<file path="src/rtl/id_stage.sv">
// Decode stage: IF/ID register, register file, early branch
// resolution and hazard detection for the five-stage pipeline.
module id_stage #(
  parameter int LEN_WORD = 32,
  parameter int NUM_REGS = 32
) (
  input  logic                clk,
  input  logic                reset,
  input  logic [LEN_WORD-1:0] if_inced_pc,
  input  logic [LEN_WORD-1:0] if_instruction,
  input  logic                wb_reg_write,
  input  logic [4:0]          wb_write_reg,
  input  logic [LEN_WORD-1:0] wb_write_data,
  input  logic                ex_mem_read,
  input  logic                ex_reg_write,
  input  logic [4:0]          ex_write_reg,
  input  logic                mem_mem_read,
  input  logic                mem_reg_write,
  input  logic [4:0]          mem_write_reg,
  input  logic [LEN_WORD-1:0] mem_alu_result,
  output logic                stall,
  output logic                pc_src,
  output logic [LEN_WORD-1:0] jump_pc,
  output logic                id_valid,
  output logic [LEN_WORD-1:0] id_inced_pc,
  output logic [LEN_WORD-1:0] id_instruction,
  output logic [LEN_WORD-1:0] read_data_1,
  output logic [LEN_WORD-1:0] read_data_2,
  output logic [LEN_WORD-1:0] imm_ext,
  output logic [4:0]          rs,
  output logic [4:0]          rt,
  output logic [4:0]          rd
);

  localparam logic [5:0] OP_J   = 6'h02;
  localparam logic [5:0] OP_BEQ = 6'h04;
  localparam logic [5:0] OP_BNE = 6'h05;

  logic [LEN_WORD-1:0] pc_q;
  logic [LEN_WORD-1:0] instr_q;
  logic                valid_q;
  logic [LEN_WORD-1:0] regs [NUM_REGS];

  logic                wb_en;
  logic [LEN_WORD-1:0] cmp_a;
  logic [LEN_WORD-1:0] cmp_b;
  logic [5:0]          opcode;
  logic                is_j;
  logic                is_br;
  logic                taken;
  logic                load_use;
  logic                branch_hazard;
  logic                ex_rs, ex_rt;
  logic                mem_rs, mem_rt;
  logic                mem_fwd;
  logic [LEN_WORD-1:0] target;

  always_ff @(posedge clk) begin
    if (reset) begin
      pc_q    <= '0;
      instr_q <= '0;
      valid_q <= 1'b0;
    end else if (stall) begin
      pc_q    <= pc_q;
      instr_q <= instr_q;
      valid_q <= valid_q;
    end else if (pc_src) begin
      pc_q    <= '0;
      instr_q <= '0;
      valid_q <= 1'b0;
    end else begin
      pc_q    <= if_inced_pc;
      instr_q <= if_instruction;
      valid_q <= 1'b1;
    end
  end

  assign wb_en = wb_reg_write && (wb_write_reg != 5'd0);

  always_ff @(posedge clk) begin
    if (reset) begin
      for (int i = 0; i < NUM_REGS; i++)
        regs[i] <= '0;
    end else if (wb_en) begin
      regs[wb_write_reg] <= wb_write_data;
    end
  end

  assign opcode  = instr_q[31:26];
  assign rs      = instr_q[25:21];
  assign rt      = instr_q[20:16];
  assign rd      = instr_q[15:11];
  assign imm_ext = {{(LEN_WORD-16){instr_q[15]}}, instr_q[15:0]};

  // Register 0 wins over the WB bypass so it always reads zero.
  always_comb begin
    read_data_1 = regs[rs];
    read_data_2 = regs[rt];
    if (wb_en && wb_write_reg == rs) read_data_1 = wb_write_data;
    if (wb_en && wb_write_reg == rt) read_data_2 = wb_write_data;
    if (rs == 5'd0) read_data_1 = '0;
    if (rt == 5'd0) read_data_2 = '0;
  end

  assign mem_fwd = mem_reg_write && !mem_mem_read
                && (mem_write_reg != 5'd0);

  always_comb begin
    cmp_a = read_data_1;
    cmp_b = read_data_2;
    if (mem_fwd && mem_write_reg == rs) cmp_a = mem_alu_result;
    if (mem_fwd && mem_write_reg == rt) cmp_b = mem_alu_result;
  end

  assign is_j  = (opcode == OP_J);
  assign is_br = (opcode == OP_BEQ) || (opcode == OP_BNE);

  always_comb begin
    taken  = 1'b0;
    target = pc_q + {imm_ext[LEN_WORD-3:0], 2'b00};
    unique case (1'b1)
      opcode == OP_BEQ: taken = (cmp_a == cmp_b);
      opcode == OP_BNE: taken = (cmp_a != cmp_b);
      opcode == OP_J: begin
        taken  = 1'b1;
        target = {pc_q[31:28], instr_q[25:0], 2'b00};
      end
      default: taken = 1'b0;
    endcase
  end

  assign ex_rs  = (ex_write_reg != 5'd0) && (ex_write_reg == rs);
  assign ex_rt  = (ex_write_reg != 5'd0) && (ex_write_reg == rt);
  assign mem_rs = (mem_write_reg != 5'd0) && (mem_write_reg == rs);
  assign mem_rt = (mem_write_reg != 5'd0) && (mem_write_reg == rt);

  assign load_use      = ex_mem_read && (ex_rs || ex_rt) && !is_j;
  assign branch_hazard = is_br
                      && ((ex_reg_write && (ex_rs || ex_rt))
                       || (mem_mem_read && (mem_rs || mem_rt)));

  assign stall    = valid_q && (load_use || branch_hazard);
  assign pc_src   = valid_q && taken && !stall;
  assign id_valid = valid_q && !stall;
  assign jump_pc  = (valid_q && taken) ? target : '0;

  assign id_inced_pc    = pc_q;
  assign id_instruction = instr_q;

endmodule
</file>
<file path="config.mk">
export PLATFORM = sky130hd
export DESIGN_NAME = id_stage
export DESIGN_NICKNAME = d
export VERILOG_FILES = /design/src/rtl/id_stage.sv
export SDC_FILE = /design/constraint.sdc
export NUM_CORES = 2
export LEC_CHECK = 0
export CAP_MARGIN = 20
export CORE_ASPECT_RATIO = 1.25
export CORE_UTILIZATION = 25
export DETAILED_ROUTE_END_ITERATION = 8
export PLACE_DENSITY = 0.5
export SYNTH_ARGS = -nofsm -noshare
export SYNTH_HDL_FRONTEND = slang
export SYNTH_SLANG_ARGS = --single-unit
</file>
<file path="constraint.sdc">
create_clock -name clk -period 18.5 [get_ports clk]
set_input_delay 4.625 -clock clk [delete_from_list [all_inputs] [get_ports clk]]
set_output_delay 4.625 -clock clk [all_outputs]
set_load 0.02 [all_outputs]
</file>
==> metrics.md <==
| Metric | Value |
|---|---|
| Vias post-DR | around 43000 |
| CTS tree | yes |
| Number of core rows | ~200 |
| Die Area | 250000 µm² |
| Sequential area share after synthesis | about half |
| Number of global-route vias before repair | 43600 |
| CTS clk-pin slew, worst paths | about 60 ps |
| Endpoints failing hold | 0 |
| Crit start category | primary input |
| Register bit count reported by yosys | roughly 1100 |
| Top cells by area, synth | edfxtp_1 (50%), mux4_2 (18%), and2_1 (8.8%) |
| Largest fanout on the critical path | 34 |
| Worst-case clock buffer depth | 3 |
| Area share of the largest cell type after synthesis | between 40% and 50% |
| Root Buffer | clkbuf_16 |
| Max-Cap Viols | 0 |
| Die H | 559 µm |
| CTS H-tree depth | 3 |
| # port buffers | around 360 |
| Fin worst setup slack | approximately 2500 ps |
| CTS resizes | 0 |
| Net Sw Frac | a little under a third |
| Met3 wire len | between 15 and 20 mm |
| Net Sw Power | 2.15 mW |
| Final Setup Violations | 0 |
| GRT overflow | 0 |
| Reg area | between 30000 and 40000 µm² |
| GP Congestion | between 0.8 and 0.9 |
| Largest net degree at the start of global routing | 76 |
| Mean Syn Cell Area | between 10 and 15 µm² |
| First-pass GRT wire length | about 370 mm |
| Iteration-0 DRC Markers | 4597 |
| Io pins | 360 |
| Number of antenna violations at the first check in global routing | 35 |
| Clock sink count | roughly 1100 |
| Slew @ Worst Pin | between 1000 and 1500 ps |
| Final setup TNS | 0 ps |
| Comb power frac | 22.7% |
| Max Clock Freq | 62.5 MHz |
| Buffers and inverters on the worst path | 4 |
| Post-DRT Antenna Nets | 0 |
| Detailed Place HPWL | about 180 mm |
| Cells after Synth | around 4500 |
| Post-synth cell types | a little under 80 |
| Crit path max-delay family | compound AO/OA/AOI/OAI gates |
| PD cells | 96.5 nW/µm² |
| Post-synth EDFFs | slightly above 1000 |
| Fillers | about 25000 |
| Setup WS pre-CTS | roughly 2600 ps |
| WP data arrival | around 11000 ps |
| Final net count | between 4000 and 5000 |
| GRT Util Overall | a little over a fifth |
| Later-pin clock latency in the skew report | 800 ps |
| Worst Path Class, Setup | primary input to primary output |
| DR pass1 iterations | 5 |
| Leakage | ~24 nW |
| # DRC | 0 |
| Slew Limit Headroom | ~28% |
| Max incr delay on CP | a little over 900 ps |
| Post-synth top area cell | edfxtp_1 |
| Fin crit share | a little under 90% |
| Core box area | around 250000 µm² |
| Status | completed |
| Vias per Instance | around 5.3 |
| P&R area growth vs syn | 17.7% |
| Final std cells w/o fill | approximately 8100 |
| Area of the multi-input gates | approximately 28000 µm² |
| Unrepaired setup endpoints after global routing | no |
| Crit-path cells | clkdlybuf4s50_1 > or3_1 > buf_4 > o2111ai_4 > or2_2 > nor3_1 > a221oi_1 > xnor2_1 > nand4_1 > a2111oi_2 > nand4_1 > o31ai_2 > o21ai_2 > buf_4 > a2111oi_0 > clkdlybuf4s50_1 |
| Die width | 448 µm |
| M1 WL | 102 mm |
| Clock Skew | roughly 45 ps |
| Share of layout cells above drive strength 1 | about a fifth |
| Uppermost routed layer | met5 |
| Worst ir drop on vdd | 74.5 µV |
| Cell Area, Synth | ~62000 µm² |
| Starting Density | between 20% and 30% |
| Placed Cells | 7830 |
| Ys flop type | edfxtp_1 |
| Final Critical Period | 16010 ps |
| WP data required | around 14000 ps |
| Final WL | between 200 and 300 mm |
| Slowest-stage cell, CP | o31ai_2 |
| Setup bufs post-CTS | 0 |
| Post-detailed-route wirelength per cell | between 30 and 40 µm |
| Power share of the clock group | 35.1% |
| Ys async rst share | 0% |
| Fin. max-slew vios | 0 |
| Total power after layout | slightly above 7 mW |
| Crit end category | primary output |
| Pint | around 4.9 mW |
| Synth warnings | 0 |
| Inserted Clock Buffers | 118 |
| Worst min-delay path class | flop to flop |
| Post-CTS Hold Fix Bufs | 0 |
| Routed length on met2 | between 100 and 150 mm |
| Final core area utilization | approximately 30% |
| Sequential share of power | between 40% and 50% |
[stage by stage]
| step | hold slack, ps | instance area (µm²) |
|---|---|---|
| after floorplan | 624 | 62200 |
| after global placement | 496 | 69100 |
| after detailed placement | 508 | 69100 |
| after CTS | 524 | 73000 |
| after global routing | 534 | 73100 |
| final | 526 | 73100 |
[registers in the layout, indices dropped and copies added, names as in the netlist, named ones only]
| signal | flops |
|---|---|
| valid_q | 1 |
| id_inced_pc | 32 |
| id_instruction | 32 |
| regs | 1024 |
[cells in the final DEF (no fill, tap or decap), drive strengths merged, types with 10 or more instances in the layout]
master / n
bufinv: 16
clkdlybuf4s50: 358
mux2i: 305
o21ai: 29
or2: 36
nand3: 48
clkbuf: 154
o211ai: 10
dfxtp: 75
nand2: 91
conb: 32
ha: 29
nor2b: 19
mux4: 486
buf: 181
and3: 21
a22oi: 86
a21oi: 59
nand4: 13
nor3: 161
nor4: 17
xnor2: 49
diode: 13
a22o: 97
clkinv: 45
nor2: 116
a21o: 16
o22ai: 27
a221oi: 20
inv: 48
xor2: 33
and2: 878
a211oi: 40
edfxtp: 1024
[Yosys cell counts, drive strengths merged (59+ instances only)]
master  number
a22oi       86
mux2i      305
a22o        97
dfxtp       75
buf        216
mux4       486
nand2       91
edfxtp    1024
a21oi       59
clkbuf     298
and2       878
nor3       161
nor2       116
[power groups by stage]
stage / combinational [mW] / sequential (mW) / clock, mW
5_1_grt: 1.65 / 2.99 / 2.59
4_1_cts: 1.60 / 2.97 / 2.51
3_3_place_gp: 1.60 / 3.01 / 0
3_5_place_dp: 1.59 / 3.02 / 0
6_report: 1.60 / 2.97 / 2.48
2_1_floorplan: 0.922 / 2.97 / 0
[worst paths after layout]
| kind | endpoint | slack, ps | cells after the start | startpoint |
|---|---|---|---|---|
| min | id_inced_pc[26] | 530 | 1 | id_inced_pc[26] |
| max | jump_pc[28] | 2490 | 16 | wb_write_reg[2] |
| min reg2reg | id_inced_pc[26] | 530 | 1 | id_inced_pc[26] |
| max reg2reg | id_inced_pc[13] | 11290 | 16 | flop |
[cell type report]
class	count	share of cell area (%)
flip-flops and latches	1099	44.2
multi-input cells	2850	37.7
repair buffers	540	6.89
well taps	3296	5.64
clock buffers	153	4.30
clock inverters	64	1.05
inverters	47	0.241
diodes	13	0.0445
[logic make-up after synthesis]
group | synth area share, %
buffers and inverters | 4.47
and+or+nand+nor | 13.4
AOI/OAI and AO/OA | 5.80
other | 0.00604
DFF | 51.9
xor gates and xnor gates | 1.16
adders and majority gates | 0.616
muxes | 22.7
[per-layer routing]
layer | vias to the layer above | track usage, %
li1 | 17500 | -
met3 | 560 | 3.84
met2 | 2275 | 36.1
met1 | 22600 | 25.1
met4 | 12 | 14.3
met5 | - | 0
(Power assumes the default switching activity.)
